## config.mk

```make
export PLATFORM = sky130hd
export DESIGN_NAME = spi_responder
export DESIGN_NICKNAME = d
export VERILOG_FILES = /design/src/rtl/spi_pkg.sv /design/src/rtl/spi_edge_sync.sv /design/src/rtl/spi_responder.sv
export SDC_FILE = /design/constraint.sdc
export NUM_CORES = 1
export LEC_CHECK = 0
export CELL_PAD_IN_SITES_DETAIL_PLACEMENT = 1
export CELL_PAD_IN_SITES_GLOBAL_PLACEMENT = 1
export CORE_UTILIZATION = 51
export DETAILED_ROUTE_END_ITERATION = 7
export GPL_TIMING_DRIVEN = 0
export PLACE_DENSITY = 0.9
export SYNTH_ARGS = -nofsm -noshare
export SYNTH_HDL_FRONTEND = slang
export SYNTH_HIERARCHICAL = 1
export SYNTH_SLANG_ARGS = --single-unit
export TNS_END_PERCENT = 20
```

## constraint.sdc

```tcl
create_clock -name clk -period 6.85 [get_ports clk]
set_input_delay 1.0275 -clock clk [delete_from_list [all_inputs] [get_ports clk]]
set_output_delay 1.0275 -clock clk [all_outputs]
set_load 0.05 [all_outputs]
```

## src/rtl/spi_pkg.sv

```systemverilog
`default_nettype none
// ============================================================================
//  Module      : spi_pkg
//  Description : Shared types and constants for the SPI responder: FSM state
//                encoding, frame geometry and an address range helper.
//  Revision    : 1.0 - initial release
// ============================================================================
package spi_pkg;

    typedef enum logic [2:0] {
        ST_IDLE  = 3'd0,
        ST_CMD   = 3'd1,
        ST_WDATA = 3'd2,
        ST_RDATA = 3'd3,
        ST_DRAIN = 3'd4
    } state_t;

    localparam int FRAME_BITS = 16;
    localparam int CMD_BITS   = 8;
    localparam int RW_BIT     = 7;
    localparam int CNT_W      = 5;
    localparam int ADDR_W     = 7;
    localparam int DATA_W     = 8;

    // True when a 7-bit address selects an implemented register.
    function automatic logic addr_in_range(input logic [ADDR_W-1:0] addr,
                                           input int num_regs);
        return (int'({25'd0, addr}) < num_regs);
    endfunction

endpackage
`default_nettype wire

```

## src/rtl/spi_edge_sync.sv

```systemverilog
`default_nettype none
// ============================================================================
//  Module      : spi_edge_sync
//  Description : Two-flop synchroniser for an asynchronous pin followed by a
//                delay flop that yields single-cycle rise/fall pulses.
//  Ports       : clk      - fabric clock
//                reset    - asynchronous active-high reset
//                async_i  - asynchronous input pin
//                rise_o   - one-cycle pulse on a synchronised 0->1 edge
//                fall_o   - one-cycle pulse on a synchronised 1->0 edge
//  Revision    : 1.0 - initial release
// ============================================================================
module spi_edge_sync #(
    parameter logic RESET_VAL = 1'b1
) (
    input  logic clk,
    input  logic reset,
    input  logic async_i,
    output logic rise_o,
    output logic fall_o
);

    logic meta_q;
    logic sync_q;
    logic prev_q;

    always_ff @(posedge clk or posedge reset) begin
        if (reset) begin
            meta_q <= RESET_VAL;
            sync_q <= RESET_VAL;
            prev_q <= RESET_VAL;
        end else begin
            meta_q <= async_i;
            sync_q <= meta_q;
            prev_q <= sync_q;
        end
    end

    assign rise_o = sync_q & ~prev_q;
    assign fall_o = ~sync_q & prev_q;

endmodule
`default_nettype wire

```

## src/rtl/spi_responder.sv

```systemverilog
`default_nettype none
// ============================================================================
//  Module      : spi_responder
//  Description : SPI peripheral (CPOL=1/CPHA=1, MSB first) serving a 16-bit
//                {R/W, addr[6:0], data[7:0]} frame against a byte-wide
//                register file. SPI pins are oversampled on the fabric clock.
//  Ports       : clk, reset             - fabric clock, async active-high reset
//                SPI_CLK/CSN/SDI/SDO    - SPI pins (SDO idles high)
//                host_we/addr/wdata     - local register write port
//                wr_strobe/addr/data    - report of the last SPI write
//                busy                   - frame in progress
//                frame_err              - pulse on a truncated frame
//  Revision    : 1.0 - initial release
// ============================================================================
module spi_responder
    import spi_pkg::*;
#(
    parameter int NUM_REGS = 16
) (
    input  logic              clk,
    input  logic              reset,
    input  logic              SPI_CLK,
    input  logic              SPI_CSN,
    input  logic              SPI_SDI,
    output logic              SPI_SDO,
    input  logic              host_we,
    input  logic [ADDR_W-1:0] host_addr,
    input  logic [DATA_W-1:0] host_wdata,
    output logic              wr_strobe,
    output logic [ADDR_W-1:0] wr_addr,
    output logic [DATA_W-1:0] wr_data,
    output logic              busy,
    output logic              frame_err
);

    localparam int c_IDX_W = (NUM_REGS > 1) ? $clog2(NUM_REGS) : 1;
    localparam logic [CNT_W-1:0] c_CMD_LAST  = CNT_W'(CMD_BITS - 1);
    localparam logic [CNT_W-1:0] c_FRAME_LAST = CNT_W'(FRAME_BITS - 1);
    localparam logic [CNT_W-1:0] c_FRAME_END = CNT_W'(FRAME_BITS);

    // ------------------------------------------------------------------
    // Pin conditioning
    // ------------------------------------------------------------------
    logic w_sclk_rise;
    logic w_sclk_fall;
    logic w_csn_rise;
    logic w_csn_fall;

    spi_edge_sync #(.RESET_VAL(1'b1)) u_sclk_sync (
        .clk     (clk),
        .reset   (reset),
        .async_i (SPI_CLK),
        .rise_o  (w_sclk_rise),
        .fall_o  (w_sclk_fall)
    );

    // CSN resets to the asserted level so that a frame already running when
    // reset is released produces no fall edge and is ignored; the eventual
    // rise lands in IDLE where it is harmless.
    spi_edge_sync #(.RESET_VAL(1'b0)) u_csn_sync (
        .clk     (clk),
        .reset   (reset),
        .async_i (SPI_CSN),
        .rise_o  (w_csn_rise),
        .fall_o  (w_csn_fall)
    );

    logic sdi_meta_q;
    logic sdi_sync_q;

    always_ff @(posedge clk or posedge reset) begin
        if (reset) begin
            sdi_meta_q <= 1'b1;
            sdi_sync_q <= 1'b1;
        end else begin
            sdi_meta_q <= SPI_SDI;
            sdi_sync_q <= sdi_meta_q;
        end
    end

    // ------------------------------------------------------------------
    // State and datapath
    // ------------------------------------------------------------------
    state_t              state_q;
    logic [CNT_W-1:0]    bit_cnt_q;
    logic [CMD_BITS-2:0] cmd_sr_q;    // top bit is consumed as it completes
    logic [DATA_W-2:0]   data_sr_q;
    logic [DATA_W-1:0]   shift_q;     // read data snapshot, shifted out MSB first
    logic [ADDR_W-1:0]   addr_q;
    logic                sdo_q;
    logic                wr_strobe_q;
    logic [ADDR_W-1:0]   wr_addr_q;
    logic [DATA_W-1:0]   wr_data_q;
    logic                busy_q;
    logic                frame_err_q;
    logic [DATA_W-1:0]   regs_q [NUM_REGS];

    // Shift-register contents including the bit arriving on this rise.
    logic [CMD_BITS-1:0] w_cmd_next;
    logic [DATA_W-1:0]   w_data_next;
    logic [DATA_W-1:0]   w_rd_byte;

    assign w_cmd_next  = {cmd_sr_q, sdi_sync_q};
    assign w_data_next = {data_sr_q, sdi_sync_q};

    always_comb begin
        w_rd_byte = '0;
        if (addr_in_range(w_cmd_next[ADDR_W-1:0], NUM_REGS)) begin
            w_rd_byte = regs_q[w_cmd_next[c_IDX_W-1:0]];
        end
    end

    always_ff @(posedge clk or posedge reset) begin
        if (reset) begin
            state_q     <= ST_IDLE;
            bit_cnt_q   <= '0;
            cmd_sr_q    <= '0;
            data_sr_q   <= '0;
            shift_q     <= '0;
            addr_q      <= '0;
            sdo_q       <= 1'b1;
            wr_strobe_q <= 1'b0;
            wr_addr_q   <= '0;
            wr_data_q   <= '0;
            busy_q      <= 1'b0;
            frame_err_q <= 1'b0;
            for (int i = 0; i < NUM_REGS; i++) begin
                regs_q[i] <= '0;
            end
        end else begin
            wr_strobe_q <= 1'b0;
            frame_err_q <= 1'b0;

            // Host write first so that an SPI write to the same register in
            // the same cycle, assigned later in this block, takes priority.
            if (host_we && addr_in_range(host_addr, NUM_REGS)) begin
                regs_q[host_addr[c_IDX_W-1:0]] <= host_wdata;
            end

            if (w_csn_rise) begin
                if ((state_q != ST_IDLE) && (bit_cnt_q != '0) &&
                    (bit_cnt_q != c_FRAME_END)) begin
                    frame_err_q <= 1'b1;
                end
                state_q <= ST_IDLE;
                busy_q  <= 1'b0;
                sdo_q   <= 1'b1;
            end else begin
                case (state_q)
                    ST_IDLE: begin
                        if (w_csn_fall) begin
                            bit_cnt_q <= '0;
                            busy_q    <= 1'b1;
                            sdo_q     <= 1'b1;
                            state_q   <= ST_CMD;
                        end
                    end

                    ST_CMD: begin
                        if (w_sclk_rise) begin
                            cmd_sr_q  <= w_cmd_next[CMD_BITS-2:0];
                            bit_cnt_q <= bit_cnt_q + 1'b1;
                            if (bit_cnt_q == c_CMD_LAST) begin
                                addr_q <= w_cmd_next[ADDR_W-1:0];
                                if (w_cmd_next[RW_BIT]) begin
                                    shift_q <= w_rd_byte;
                                    state_q <= ST_RDATA;
                                end else begin
                                    state_q <= ST_WDATA;
                                end
                            end
                        end
                    end

                    ST_WDATA: begin
                        if (w_sclk_rise) begin
                            data_sr_q <= w_data_next[DATA_W-2:0];
                            bit_cnt_q <= bit_cnt_q + 1'b1;
                            if (bit_cnt_q == c_FRAME_LAST) begin
                                if (addr_in_range(addr_q, NUM_REGS)) begin
                                    regs_q[addr_q[c_IDX_W-1:0]] <= w_data_next;
                                end
                                wr_addr_q   <= addr_q;
                                wr_data_q   <= w_data_next;
                                wr_strobe_q <= 1'b1;
                                state_q     <= ST_DRAIN;
                            end
                        end
                    end

                    ST_RDATA: begin
                        // Master samples on the rise, so present on the fall.
                        if (w_sclk_fall) begin
                            sdo_q   <= shift_q[DATA_W-1];
                            shift_q <= {shift_q[DATA_W-2:0], 1'b0};
                        end
                        if (w_sclk_rise) begin
                            bit_cnt_q <= bit_cnt_q + 1'b1;
                            if (bit_cnt_q == c_FRAME_LAST) begin
                                sdo_q   <= 1'b1;
                                state_q <= ST_DRAIN;
                            end
                        end
                    end

                    ST_DRAIN: begin
                        sdo_q <= 1'b1;
                    end

                    default: begin
                        state_q <= ST_IDLE;
                        sdo_q   <= 1'b1;
                    end
                endcase
            end
        end
    end

    assign SPI_SDO   = sdo_q;
    assign wr_strobe = wr_strobe_q;
    assign wr_addr   = wr_addr_q;
    assign wr_data   = wr_data_q;
    assign busy      = busy_q;
    assign frame_err = frame_err_q;

endmodule
`default_nettype wire

```

==> run_results.csv, run 1 <==
group,metric,value,unit
synth,yosys_most_used_dff,"dfrtp_1",
worst_setup_path,crit_path_frequent_cell,"mux2_2",
timing,finalSetupViolations,0,
global_route,grtUsageMet2,0.526,
timing,finalCritPeriodShare,0.529,
place,port_buffers,37,
worst_setup_path,critPathCapture,"regs_q[37]$_DFF_PP0_",
synth,synth-edff-count,0,
detailed_routing,viasPerCell,6.54,
clocking,numCtsBuffers,17,
worst_setup_path,arrival,3960,ps
global_route,track_usage,0.321,
layout,area_growth,12.4,%
pwr,ir_drop,0.000191,V
timing,slew_viol_final,0,
detailed_routing,drc_errors,0,
clocking,cts_setup_buffers,0,
timing,rsz0062_at_grt,"no",
global_route,grt_max_degree,95,
worst_setup_path,cp.depth,6,
synth,synth_fp_nets,804,
synth,synth_cell_types,56,
detailed_routing,first_pass_iters,5,
clocking,cts_buffer_depth,2,
worst_setup_path,worst-path-max-fanout,8,
worst_setup_path,crit_slowest_cell,"nor4_2",
synth,netlist_top_cells_count,"mux2_2 (284), dfrtp_1 (186), nand2_1 (41)",
detailed_routing,num_vias,7282,
pwr,power_density,239,nW/um^2
detailed_routing,drtAntennaViolNets,0,
timing,layout_setup_ws,3230,ps
synth,netlist.area_leader.share,0.449,
global_route,use_met1,0.418,
worst_setup_path,path_cells,"clkdlybuf4s50_1, or4b_1, buf_2, nor4_2, mux2_2, mux2_2",
pwr,p_leak,5.41,nW
timing,fmax,276,MHz
die,io_pins,40,
synth,syn_inst,780,
die,num_rows,51,
clocking,cts_tree,"done",
clocking,cts.repair.resized,0,
detailed_routing,routed_wl,30800,um
worst_setup_path,cpLargestDelayFamily,"simple AND/OR/NAND/NOR gates",
global_route,grt_first_pass_wirelength,48300,um
worst_setup_path,critical_path.endpoint_type,"flop",
synth,ys_top_cells_by_area,"dfrtp_1 (45%), mux2_2 (31%), mux4_2 (5.2%)",
die,start_util,0.527,
worst_setup_path,cpPeakStageDelay,1070,ps
clocking,cts.sinks,192,
worst_setup_path,cp_data_required_time,7180,ps
die,die_h,144,um
worst_setup_path,worstSetupStartpointType,"primary input",
detailed_routing,wire_per_inst,27.7,um
place,place_ws,2790,ps
timing,min_period,3620,ps
timing,finalClockSkew,9.12,ps
synth,synth_top_cell_by_area,"dfrtp_1",
synth,synth_seq_area_share,0.465,
timing,tightest_slew,1340,ps
worst_setup_path,worstReg2RegStart,"bit_cnt_q[1]$_DFFE_PP0P_",
run_status,status,"finished clean",
timing,maxSlewHeadroom,0.0979,
layout,n_antenna_cell,0,
timing,finalHoldViolCount,0,
global_route,antenna_found_initial,0,
flow_run,drv_cap,0,
global_route,overflow,0,
synth,postSynthAreaPerCell,13.3,um^2
global_route,first_global_vias,7925,
layout,final_cells,1114,
clocking,postCtsHoldBufs,0,
die,core-area,19700,um^2
place,post-place-cells,1083,
worst_setup_path,critical_path_class,"primary input to flop",
layout,drive_above_1_share,0.453,
synth,ys_ff_latch,192,
clocking,cts-root-buf,"clkbuf_16",
clocking,clock_latency,450,ps
global_route,grt-busiest-layer,"met2",
detailed_routing,drt_iter0_drc,584,
global_route,use_met3,0.0444,
layout,nNetsFinal,861,
die,dieArea,20900,um^2
synth,synthesis.area,10400,um^2
worst_setup_path,startpoint,"host_addr[5]",
worst_setup_path,ff2ff_setup_slack,3520,ps
clocking,clkTransAtPathRegs,70,ps
worst_setup_path,ff2ff_path_depth,7,
worst_setup_path,crit_buf_inv,2,
clocking,htreeDepth,4,
place,place_congestion,0.835,
die,die_x,144,um
synth,synthArstFlopShare,1.00,
place,dp_hpwl,20600,um
synth,yosysMostFrequentCell,"mux2_2",
worst_setup_path,r2r_end,"regs_q[89]$_DFF_PP0_",
synth,synth_warnings,6,
hold_path,hold_class,"flop to flop",
cell type report:
cell class,count,area [um^2]
flip-flops and latches,192,4810
fillers,1953,8020
well taps,265,332
clock inverters,13,115
clock buffers,18,429
inverters,11,48.8
multi-input cells,523,5210
plain buffers,54,293
repair buffers,38,398
sequential cells by signal, indices dropped and copies added (netlist names), 3 cells and up:
| signal | flops |
|---|---|
| addr_q | 7 |
| bit_cnt_q | 5 |
| cmd_sr_q | 7 |
| data_sr_q | 7 |
| regs_q | 128 |
| shift_q | 8 |
| state_q | 3 |
| wr_addr | 7 |
| wr_data | 8 |
cell families after synthesis:
logic type / share of synthesized area
flops: 0.465
mux: 0.390
fa+ha+maj: 0.00363
simple gates: 0.0762
buf+inv: 0.0323
compound gates: 0.0330
worst min-delay path by stage:
stage | end | startpoint | slack (ps) | cells past startpoint
after global routing | sdi_sync_q$_DFF_PP1_ | sdi_meta_q$_DFF_PP1_ | 360 | 0
after detailed placement | u_csn_sync/sync_q$_DFF_PP0_ | u_csn_sync/meta_q$_DFF_PP0_ | 340 | 0
after global placement | u_csn_sync/sync_q$_DFF_PP0_ | u_csn_sync/meta_q$_DFF_PP0_ | 330 | 0
final | sdi_sync_q$_DFF_PP1_ | sdi_meta_q$_DFF_PP1_ | 360 | 0
after floorplan | u_csn_sync/sync_q$_DFF_PP0_ | u_csn_sync/meta_q$_DFF_PP0_ | 330 | 0
after CTS | u_sclk_sync/sync_q$_DFF_PP1_ | u_sclk_sync/meta_q$_DFF_PP1_ | 360 | 0
per-layer routing:
metal | vias to the layer above | wire length (um) | share of wire
li1 | 3032 | - | -
met1 | 3871 | 12800 | 0.41
met2 | 283 | 15300 | 0.50
met3 | 96 | 1490 | 0.048
met4 | 0 | 1250 | 0.041
met5 | - | 0 | 0
placed cells by master, fill, tap and decap left out, types with 10 or more instances in the layout:
cell type	instances
nand2_1	41
nand4_1	15
nor2b_1	10
nor3_1	10
clkbuf_16	17
dfrtp_1	186
mux2_2	284
mux4_2	24
clkbuf_1	29
mux2i_1	17
clkdlybuf4s50_1	37
nor2_1	16
nand3_1	10
buf_2	11
a22oi_1	16
where the power goes:
part / switching (mW) / leakage (nW) / internal (mW)
Clock: 0.463 / 0.270 / 0.501
Combinational: 0.309 / 2.54 / 0.226
Sequential: 0.0628 / 2.60 / 1.22
Total: 0.835 / 5.41 / 1.94
through the flow:
stage / cell area, um^2 / hold slack (ps) / power [mW] / setup TNS, ps / utilization
after floorplan: 10400 / 331 / 1.63 / 0 / -
after global routing: 11600 / 365 / 2.85 / 0 / 0.592
final: 11600 / 358 / 2.78 / 0 / 0.592
after detailed placement: 11100 / 337 / 1.81 / 0 / 0.564
after global placement: 11100 / 332 / 1.76 / -352870 / 0.563
after CTS: 11600 / 357 / 2.77 / 0 / 0.592
Note: power is estimated with default switching activity, not from simulation.
==> inputs of run 2 (changes only) <==
==> constraint.sdc (replaced) <==
create_clock -name clk -period 3.6 [get_ports clk]
set_input_delay 0.54 -clock clk [delete_from_list [all_inputs] [get_ports clk]]
set_output_delay 0.54 -clock clk [all_outputs]
set_load 0.05 [all_outputs]
==> run 2 against run 1 <==
  * Critical path depth grew 1
  * Sequential share of layout area shrank 0.47 points
  * Final cell count grew 0.36%
  * Largest cell class unchanged
  * Highest routed layer unchanged
==> run_results.csv, run 2 (synthesis results as in run 1) <==
group,metric,value,unit
run_status,status,"finished clean",
pwr,p_leak,5.47,nW
worst_setup_path,crit_slowest_cell,"nor4b_1",
worst_setup_path,ff2ff_setup_slack,350,ps
worst_setup_path,worstReg2RegStart,"bit_cnt_q[0]$_DFFE_PP0P_",
timing,finalCritPeriodShare,0.903,
worst_setup_path,arrival,3580,ps
timing,fin_tns_setup,0,ps
die,io_pins,40,
global_route,grt_max_degree,44,
layout,final_cells,1118,
place,place_congestion,0.826,
place,port_buffers,37,
clocking,clkTransAtPathRegs,70,ps
timing,tightest_slew,1170,ps
layout,final_cell_mix,"mux2_2 (284), dfrtp_1 (186), nand2_1 (41), clkdlybuf4s50_1 (37), clkbuf_1 (30)",
worst_setup_path,cpPeakStageDelay,830,ps
detailed_routing,drt_iter0_drc,598,
worst_setup_path,crit_path_frequent_cell,"ha_1",
timing,finalHoldViolCount,0,
timing,maxSlewHeadroom,0.213,
timing,finalSetupViolations,0,
clocking,cts_setup_buffers,0,
global_route,track_usage,0.329,
die,start_util,0.527,
global_route,antenna_found_initial,0,
clocking,numCtsBuffers,17,
layout,area_growth,13.7,%
die,dieArea,20900,um^2
die,die_h,144,um
worst_setup_path,path_cells,"ha_1, and3_1, ha_1, nand4b_1, nor4b_1, nand3_1, mux2_2",
clocking,postCtsHoldBufs,0,
clocking,cts_tree,"done",
place,dp_hpwl,20600,um
clocking,htreeDepth,4,
clocking,cts_buffer_depth,2,
timing,fmax,308,MHz
clocking,cts.sinks,192,
layout,final_area,11800,um^2
global_route,grt_first_pass_wirelength,49500,um
worst_setup_path,critical_path.endpoint_type,"flop",
global_route,first_global_vias,7960,
place,post-place-cells,1086,
timing,hold_slack,358,ps
layout,nNetsFinal,864,
flow_run,drv_cap,0,
layout,largest_reg_flops,128,
worst_setup_path,cp_data_required_time,3930,ps
detailed_routing,routed_wl,31800,um
pwr,power_density,475,nW/um^2
layout,n_antenna_cell,0,
detailed_routing,num_vias,7334,
detailed_routing,wire_per_inst,28.5,um
place,detailed_place.area,11100,um^2
timing,min_period,3250,ps
worst_setup_path,ff2ff_path_depth,7,
die,core-area,19700,um^2
detailed_routing,drtAntennaViolNets,0,
timing,slew_viol_final,0,
worst_setup_path,critical_path_class,"flop to flop",
clocking,cts-root-buf,"clkbuf_16",
die,num_rows,51,
worst_setup_path,critPathCapture,"regs_q[95]$_DFF_PP0_",
worst_setup_path,startpoint,"bit_cnt_q[0]$_DFFE_PP0P_",
worst_setup_path,r2r_end,"regs_q[95]$_DFF_PP0_",
hold_path,hold_class,"flop to flop",
worst_setup_path,worst-path-max-fanout,8,
timing,finalClockSkew,9.59,ps
pwr,ir_drop,0.000359,V
timing,rsz0062_at_grt,"no",
layout,top_register,"regs_q",
layout,drive_above_1_share,0.455,
die,die_x,144,um
detailed_routing,drc_errors,0,
worst_setup_path,worstSetupStartpointType,"flop",
detailed_routing,first_pass_iters,5,
layout,final_common_cell,"mux2_2",
global_route,overflow,0,
layout,fill_cells,1929,
detailed_routing,viasPerCell,6.56,
clocking,clock_latency,460,ps
clocking,cts.repair.resized,0,
==> run 2: cell count changes in the layout (fill, tap and decap cells not counted), sizes merged <==
cell / delta
buf: +3
bufinv: +3
clkbuf: +2
clkinv: -1
inv: -3
==> run 2: cell type report <==
cell class / count / area [um^2] / area share
Timing Repair Buffer: 41 / 450 / 0.0383
Multi-Input combinational cell: 523 / 5210 / 0.443
Inverter: 11 / 45.0 / 0.00383
Clock buffer: 20 / 447 / 0.0380
Sequential cell: 192 / 4810 / 0.409
Tap cell: 265 / 332 / 0.0282
Clock inverter: 12 / 183 / 0.0155
Buffer: 54 / 293 / 0.0249
==> run 2: layer usage <==
layer	vias up	GRT usage	share of wire
met3	86	0.0550	0.055
met4	0	0.146	0.036
li1	3021	-	-
met2	310	0.539	0.50
met1	3917	0.429	0.41
met5	-	0	0
==> run 2: through the flow <==
stage                     total power, mW  worst slack [ps]   util
after detailed placement             3.45               112  0.567
after floorplan                      3.10               670      -
final                                5.59               350  0.599
after global placement               3.36              -943  0.563
after global routing                 5.72               242  0.599
after CTS                            5.55               426  0.599
==> run 2: worst max-delay path, delay by kind of cell (launching register included) <==
kind / cells / cell delay [ps]
mux: 1 / 470
fa+ha+maj: 2 / 460
simple gates: 4 / 1810
flops: 1 / 390
==> run 2: power breakdown <==
group / internal, mW / switching, mW / total, mW / leakage, nW
registers: 2.32 / 0.129 / 2.45 / 2.60
clock network: 1.19 / 0.912 / 2.10 / 0.309
logic: 0.437 / 0.607 / 1.04 / 2.56
total: 3.94 / 1.65 / 5.59 / 5.47
==> run 2: how the worst min path moves through the flow <==
stage / from / endpoint / slack, ps / depth (start not counted)
4_1_cts: sdi_meta_q$_DFF_PP1_ / sdi_sync_q$_DFF_PP1_ / 360 / 0
3_3_place_gp: u_csn_sync/meta_q$_DFF_PP0_ / u_csn_sync/sync_q$_DFF_PP0_ / 330 / 0
2_1_floorplan: reset / u_csn_sync/meta_q$_DFF_PP0_ / 290 / 1
5_1_grt: sdi_meta_q$_DFF_PP1_ / sdi_sync_q$_DFF_PP1_ / 360 / 0
6_report: sdi_meta_q$_DFF_PP1_ / sdi_sync_q$_DFF_PP1_ / 360 / 0
3_5_place_dp: sdi_meta_q$_DFF_PP1_ / sdi_sync_q$_DFF_PP1_ / 350 / 0
